--- src/rtl/matmul_pkg.sv ---
// Shared types, constants and byte-lane helpers for the 2x2 signed matrix-multiply coprocessor.
package matmul_pkg;

  localparam int PKG_EW   = 8;
  localparam int PKG_ACCW = 2 * PKG_EW + 1;
  localparam int SAT_MAX  = 127;
  localparam int SAT_MIN  = -128;

  typedef enum logic [1:0] {
    S_IDLE = 2'd0,
    S_MAC  = 2'd1,
    S_WB   = 2'd2
  } state_t;

  // Lane of A[i][k] and B[k][j] for a MAC step, with i=cnt[2], j=cnt[1], k=cnt[0].
  function automatic logic [1:0] a_lane(input logic [2:0] cnt);
    return {cnt[2], cnt[0]};
  endfunction

  function automatic logic [1:0] b_lane(input logic [2:0] cnt);
    return {cnt[0], cnt[1]};
  endfunction

  function automatic logic [PKG_EW-1:0] get_lane(input logic [31:0] w, input logic [1:0] idx);
    return w[idx*PKG_EW +: PKG_EW];
  endfunction

  function automatic logic [31:0] set_lane(input logic [31:0] w, input logic [1:0] idx,
                                           input logic [PKG_EW-1:0] v);
    logic [31:0] r;
    r = w;
    r[idx*PKG_EW +: PKG_EW] = v;
    return r;
  endfunction

endpackage

--- src/rtl/matmul_mac.sv ---
// Single shared signed multiply-accumulate with clear and a saturated view of acc + product.
module matmul_mac
  import matmul_pkg::*;
#(
  parameter int EW   = PKG_EW,
  parameter int ACCW = PKG_ACCW
) (
  input  logic                 clk,
  input  logic                 rst_n,
  input  logic                 i_clear,
  input  logic                 i_en,
  input  logic                 i_last,
  input  logic signed [EW-1:0] i_a,
  input  logic signed [EW-1:0] i_b,
  output logic signed [EW-1:0] o_sat
);

  localparam logic signed [ACCW-1:0] LP_MAX = ACCW'(SAT_MAX);
  localparam logic signed [ACCW-1:0] LP_MIN = ACCW'(SAT_MIN);

  logic signed [ACCW-1:0]   r_acc;
  logic signed [2*EW-1:0]   w_prod;
  logic signed [ACCW-1:0]   w_prod_ext;
  logic signed [ACCW-1:0]   w_sum;

  assign w_prod     = i_a * i_b;
  assign w_prod_ext = {{(ACCW-2*EW){w_prod[2*EW-1]}}, w_prod};
  assign w_sum      = r_acc + w_prod_ext;

  // The element output includes the current term so it can be stored on the k=1 step.
  always_comb begin
    o_sat = w_sum[EW-1:0];
    if (w_sum > LP_MAX) begin
      o_sat = LP_MAX[EW-1:0];
    end else if (w_sum < LP_MIN) begin
      o_sat = LP_MIN[EW-1:0];
    end
  end

  always_ff @(posedge clk or negedge rst_n) begin
    if (!rst_n) begin
      r_acc <= '0;
    end else if (i_clear || (i_en && i_last)) begin
      r_acc <= '0;
    end else if (i_en) begin
      r_acc <= w_sum;
    end
  end

endmodule

--- src/rtl/matmul_unit.sv ---
// 2x2 signed 8-bit matmul coprocessor beside Execute: latch operands, 8 MAC steps, one write-back.
//   state  | meaning
//   S_IDLE | waiting for MatmulE; busy only in the issue cycle
//   S_MAC  | cnt 0..7, one product per cycle, element stored every second cycle
//   S_WB   | result presented, write enable if rd != 0
module matmul_unit
  import matmul_pkg::*;
#(
  parameter int EW   = PKG_EW,
  parameter int ACCW = PKG_ACCW
) (
  input  logic        clk,
  input  logic        rst_n,
  input  logic        MatmulE,
  input  logic [31:0] SrcAE,
  input  logic [31:0] SrcBE,
  input  logic [4:0]  RdE,
  output logic        MatmulBusy,
  output logic        MatmulWeW,
  output logic [4:0]  MatmulRdW,
  output logic [31:0] MatmulResultW
);

  state_t      r_state;
  state_t      w_state_nxt;
  logic        w_start;
  logic [2:0]  r_cnt;
  logic [31:0] r_a;
  logic [31:0] r_b;
  logic [4:0]  r_rd;
  logic [31:0] r_work;
  logic [31:0] r_result_w;
  logic [4:0]  r_rd_w;
  logic        w_mac_en;
  logic        w_last;
  logic [EW-1:0] w_a_el;
  logic [EW-1:0] w_b_el;
  logic [EW-1:0] w_sat;

  always_ff @(posedge clk or negedge rst_n) begin
    if (!rst_n) begin
      r_state <= S_IDLE;
    end else begin
      r_state <= w_state_nxt;
    end
  end

  always_comb begin
    w_state_nxt = r_state;
    w_start     = 1'b0;
    case (r_state)
      S_IDLE: begin
        if (MatmulE) begin
          w_start     = 1'b1;
          w_state_nxt = S_MAC;
        end
      end
      S_MAC:   if (r_cnt == 3'd7) w_state_nxt = S_WB;
      S_WB:    w_state_nxt = S_IDLE;
      default: w_state_nxt = S_IDLE;
    endcase
  end

  assign w_mac_en = (r_state == S_MAC);
  assign w_last   = r_cnt[0];
  assign w_a_el   = get_lane(r_a, a_lane(r_cnt));
  assign w_b_el   = get_lane(r_b, b_lane(r_cnt));

  matmul_mac #(
    .EW   (EW),
    .ACCW (ACCW)
  ) u_mac (
    .clk     (clk),
    .rst_n   (rst_n),
    .i_clear (w_start),
    .i_en    (w_mac_en),
    .i_last  (w_last),
    .i_a     (w_a_el),
    .i_b     (w_b_el),
    .o_sat   (w_sat)
  );

  always_ff @(posedge clk or negedge rst_n) begin
    if (!rst_n) begin
      r_cnt      <= '0;
      r_a        <= '0;
      r_b        <= '0;
      r_rd       <= '0;
      r_work     <= '0;
      r_result_w <= '0;
      r_rd_w     <= '0;
    end else if (w_start) begin
      r_a    <= SrcAE;
      r_b    <= SrcBE;
      r_rd   <= RdE;
      r_cnt  <= '0;
      r_work <= '0;
    end else if (w_mac_en) begin
      r_cnt <= r_cnt + 3'd1;
      if (w_last) begin
        r_work <= set_lane(r_work, r_cnt[2:1], w_sat);
      end
      // Last element bypasses r_work so the packed result is ready during WB.
      if (r_cnt == 3'd7) begin
        r_result_w <= set_lane(r_work, 2'd3, w_sat);
        r_rd_w     <= r_rd;
      end
    end
  end

  assign MatmulBusy    = w_start | (r_state != S_IDLE);
  assign MatmulWeW     = (r_state == S_WB) && (r_rd != 5'd0);
  assign MatmulRdW     = r_rd_w;
  assign MatmulResultW = r_result_w;

endmodule

--- config.mk ---
export PLATFORM = sky130hd
export DESIGN_NAME = matmul_unit
export DESIGN_NICKNAME = d
export VERILOG_FILES = /design/src/rtl/matmul_pkg.sv /design/src/rtl/matmul_mac.sv /design/src/rtl/matmul_unit.sv
export SDC_FILE = /design/constraint.sdc
export NUM_CORES = 1
export LEC_CHECK = 0
export CAP_MARGIN = 25
export CORE_ASPECT_RATIO = 1.25
export CORE_MARGIN = 4
export CORE_UTILIZATION = 35
export CTS_BUF_LIST = sky130_fd_sc_hd__clkbuf_4
export DETAILED_ROUTE_END_ITERATION = 16
export PLACE_DENSITY = 0.65
export SLEW_MARGIN = 20
export SYNTH_ARGS = -nofsm -noshare
export SYNTH_HDL_FRONTEND = slang
export SYNTH_SLANG_ARGS = --single-unit
export TNS_END_PERCENT = 30
--- constraint.sdc ---
create_clock -name clk -period 21.5 [get_ports clk]
set_input_delay 3.225 -clock clk [delete_from_list [all_inputs] [get_ports clk]]
set_output_delay 3.225 -clock clk [all_outputs]
set_load 0.02 [all_outputs]
======== Word-level counts from Yosys, hierarchy flattened ========
Cells that the tools add are included.
storage, ports and cells
  flip-flop bits (word level) ............. 160
  latch bits .............................. 0
  memory bits (writable) .................. 0
  memory bits (read-only) ................. 0
  word-level logic and storage cells ...... 53
  memories ................................ 0
operators by class
  $add $sub $neg .......................... 3
  multiply operators ...................... 1
  divide/modulo/power cells ............... 0
  magnitude comparators ................... 2
  equality and inequality tests ........... 5
  shift operators ......................... 4
  muxes and demuxes ....................... 15
  bitwise operators ....................... 2
  reduce and logical (&&, ||, !) cells .... 12
operators with widths
  operator                   number
  $mux W32                   3
  $shiftx A32 B6 Y8          2
  $mux W17                   2
  $neg A5 Y34                1
  $shift A8 B34 Y32 const A  1
  $shiftx A8 B34 Y32         1
  $bwmux W32                 1
  $add A17 B16 Y17           1
  $gt A17 B8 Y1 const B      1
  $lt A17 B8 Y1 const B      1
  $mul A8 B8 Y16             1
  $mux W8                    2
  $reduce_bool A2 Y1         4
  $mux W3                    2
  $reduce_bool A5 Y1         1
  $mux W2                    2
  $ne A2 B2 Y1 const B       2
  $pmux W2 S2                1
  $reduce_and A2 Y1          2
  $add A3 B1 Y3 const B      1
  $eq A3 B3 Y1 const B       1
  $reduce_and A3 Y1          1
  $eq A2 B1 Y1 const B       1
  $eq A2 B2 Y1 const B       1
  other kinds (6)            8

======== Longest topological paths before layout ========
  word-level depth ........................ 11
  depth in mapped cells ................... 24
  gate-level depth less buffers ........... 21

======== Cells and area by module ========
From an unflattened synthesis, not the netlist that was laid out.
second synthesis, totals
  cell total of the unflattened synthesis .. 759
  area, all modules ....................... 9616.7 sq um
modules (own cells, without submodules)
  module       instances  cells each  area an instance (sq um)  seq. area each (sq um)
  matmul_unit  1          360         5701.7                    3378.2
  matmul_mac   1          399         3915.0                    425.4

======== Worst setup path before layout ========
Ideal clock, no wire load.
  path kind ............................... input to output
  from .................................... input MatmulE
  to ...................................... output MatmulBusy
  arrival time ............................ 3.628 ns
  required time ........................... 18.275 ns
  path slack .............................. 14.647 ns
  cell stages on the path ................. 1
  buffers on the path ..................... 0
  cell sequence ........................... or3_1
between the ends
  longest elaborated chain between the ends .. 3
ends and longest elaborated chain
  element             line                RTL
  start: declaration  matmul_unit.sv:14   input logic MatmulE,
  $mux W1             matmul_unit.sv:53   if (MatmulE) begin
  $mux W1             matmul_unit.sv:51   case (r_state)
  $or A1 B1 Y1        matmul_unit.sv:111  assign MatmulBusy = w_start | (r_state != S_IDLE);
  end: declaration    matmul_unit.sv:18   output logic MatmulBusy,
Every way passes these cells.

======== Final worst setup path ========
Ends and elaborated chain as after synthesis.

==> impl_results.md <==
* Layout cells sized above 1 at 0.188
* Outcome: finished, final reports clean
* CP max stage cell: clkdlybuf4s50_1
* Startpoint types: input port
* Post-synthesis cell type count at 59
* TritonCTS clock tree: yes
* First-pass GRT wire length at 33,900 um
* Setup bufs post-CTS at 0
* Final setup TNS at 0 ps
* DRT iter0 DRCs at just over 300
* Commonest non-fill, non-tap cells in the layout: dfrtp_1, clkdlybuf4s50_1, mux2_2, inv_1, fa_1
* Dpl hpwl at 15,800 um
* Critical Path AT at roughly 4500 ps
* Port-buffer cells at 110
* Seq/Total Area, Yosys at 0.402
* Fillers at roughly 2,500
* CP most frequent cell: clkdlybuf4s50_1
* Hold Buf Count CTS at 0
* Crit Path Max Fanout at 3
* # rows at 67
* Initial antenna violation count at 1
* EDFF count, synth at 0
* Antenna-violating nets left at 0
* Cts repair resizes at 0
* Die boundary height at 192 um
* Die width at roughly 160 um
* Die area at just under 30,000 um^2
* Syn Inst Count at about 770
* Post-route clock period utilization at 0.360
* Worst-case clock skew at approximately 39 ps
* Vias per cell at between 4 and 5
* Post-Syn Area at around 9500 um^2
* Fmax at 0.129 GHz
* Critical R2R Launch: r_cnt[1]$_DFFE_PN0N_
* Slew HR at 0.336
* Drt wl/cell at approximately 16 um
* CTS H-tree lvls at 4
* RSZ-0062 raised after global routing: no
* RR Endpoint: MatmulResultW[24]$_DFFE_PN0P_
* Crit-path cells: clkdlybuf4s50_1 > or3_1 > clkdlybuf4s50_1
* Avg Cell Area, Syn at 12.3 um^2
* Maximum number of pins on one net before global-route repair at a little over 80
* Initial Util at 0.354
* Syn_nets at between 900 and 1,000
* Vias at 6,136
* GPL Wtd Cong at around 0.8
* Area leader, netlist: dfrtp_1
* Total track usage at 0.143
* NumNets Final at roughly 1,100
* Max_cap viols at 0
* Core area at approximately 27,000 um^2
* HP Start: r_work[9]$_DFFE_PN0P_
* Crit end category: primary output
* Reg-to-reg slack, setup at roughly 14,000 ps
* Remaining DRCs at 0
* Synth area leaders: dfrtp_1, fa_1, mux2_2, ha_1, mux4_2
* Count of final max-slew check failures at 0
* Worst hold path class: flop to flop
* CTS clk-pin slew, worst paths at 130 ps
* # setup viols final at 0
* Area growth syn-to-layout at 19.4%
* R2R cell count at 18
* Clock tree buffer depth at 2
* DRT Wirelength at 20,400 um
* WHS Path Cells at 2
* Clock sinks at approximately 150
* Tmin final at between 7000 and 8000 ps
* Clock Tree Root: clkbuf_4
* Ys flop type: dfrtp_1
* GRT Residual Overflow at 0
* Critical path class: input port to primary output
* Synth top area share at 0.402
* CP peak stage delay at roughly 540 ps
* Ys async rst share at 1.00
* Total I/O pin count at about 110
* Yosys reg bits at approximately 150
* Synth warnings at 0
* DR pass1 iterations at 4
* Critical Path RT at approximately 18,000 ps
* Num CTS Buffers at 17
* Hold-critical path endpoint: r_work[9]$_DFFE_PN0P_
* Final Hold Vio Count at 0
* Worst-margin pin slew at between 900 and 1000 ps
* Clk_lat worst skew at about 580 ps
* Most common cell after layout, fill and taps aside: dfrtp_1
* Vias in the first global route at between 6,000 and 7,000
flip-flops by register name (all words and copies together), names as in the netlist:
| signal | count |
|---|---|
| MatmulResultW | 32 |
| r_a | 32 |
| r_work | 24 |
| u_mac.r_acc | 17 |
| r_state | 2 |
| r_b | 32 |
| r_rd | 5 |
| MatmulRdW | 5 |
| r_cnt | 3 |
cell usage after synthesis (9+ instances only):
library cell / number
o21ai_0: 10
nor2_1: 15
ha_1: 44
o31ai_1: 23
dfrtp_1: 152
mux2_2: 99
mux4_2: 15
a22o_1: 15
and2_1: 36
clkbuf_1: 21
nand2_1: 74
inv_1: 82
xnor2_1: 12
fa_1: 76
a21oi_1: 9
worst max-delay path, delay by kind of cell:
kind          cells  cell delay [ps]
buf+inv           2              960
simple gates      1              310
final cells by class:
class	instances	area, um^2	area share
sequential	152	3800	0.336
timing repair buffer	117	1170	0.104
clock buffer	19	143	0.0126
antenna	1	2.50	0.000221
multi-input combinational	511	5260	0.465
inverter	82	308	0.0272
clock inverter	13	190	0.0168
tap	345	432	0.0382
metal layers:
layer  vias to the layer above  GRT usage  routed length [um]
met4                         0     0.0533                 384
met3                        26     0.0228                 704
met5                         -          0                   0
met1                      3136      0.176                8450
met2                       104      0.253               10800
li1                       2870          -                   -
per-stage QoR:
step	hold slack [ps]	setup WS [ps]	area, um^2	instances	util
2_1_floorplan	445	14650	9470	771	-
3_3_place_gp	466	13770	10900	1205	0.409
3_5_place_dp	470	13770	11000	1206	0.410
4_1_cts	501	13770	11300	1238	0.422
5_1_grt	522	13700	11300	1240	0.423
6_report	496	13770	11300	1240	0.423
logic make-up (layout without fill, tap and decap cells):
logic type                 Yosys count  after routing  share of synthesized area
AOI/OAI and AO/OA                  105            105                     0.0868
xor gates and xnor gates            15             15                     0.0139
adders and majority gates          120            120                      0.219
buffers and inverters              108            231                     0.0443
DFF                                152            152                      0.402
muxes                              115            115                      0.154
other                                0              1                          0
and+or+nand+nor                    156            156                     0.0802
worst max-delay path by stage:
stage | start | to | slack [ps] | depth (start not counted)
after floorplan | MatmulE | MatmulBusy | 14650 | 1
after global routing | r_cnt[1]$_DFFE_PN0N_ | r_work[3]$_DFFE_PN0P_ | 13700 | 17
after CTS | MatmulE | MatmulBusy | 13770 | 3
final | MatmulE | MatmulBusy | 13770 | 3
after detailed placement | MatmulE | MatmulBusy | 13770 | 3
after global placement | MatmulE | MatmulBusy | 13770 | 3
Power is left out: the tool's default activity adds up to more than one toggle a clock period on the data nets, which glitch-free logic cannot reach.
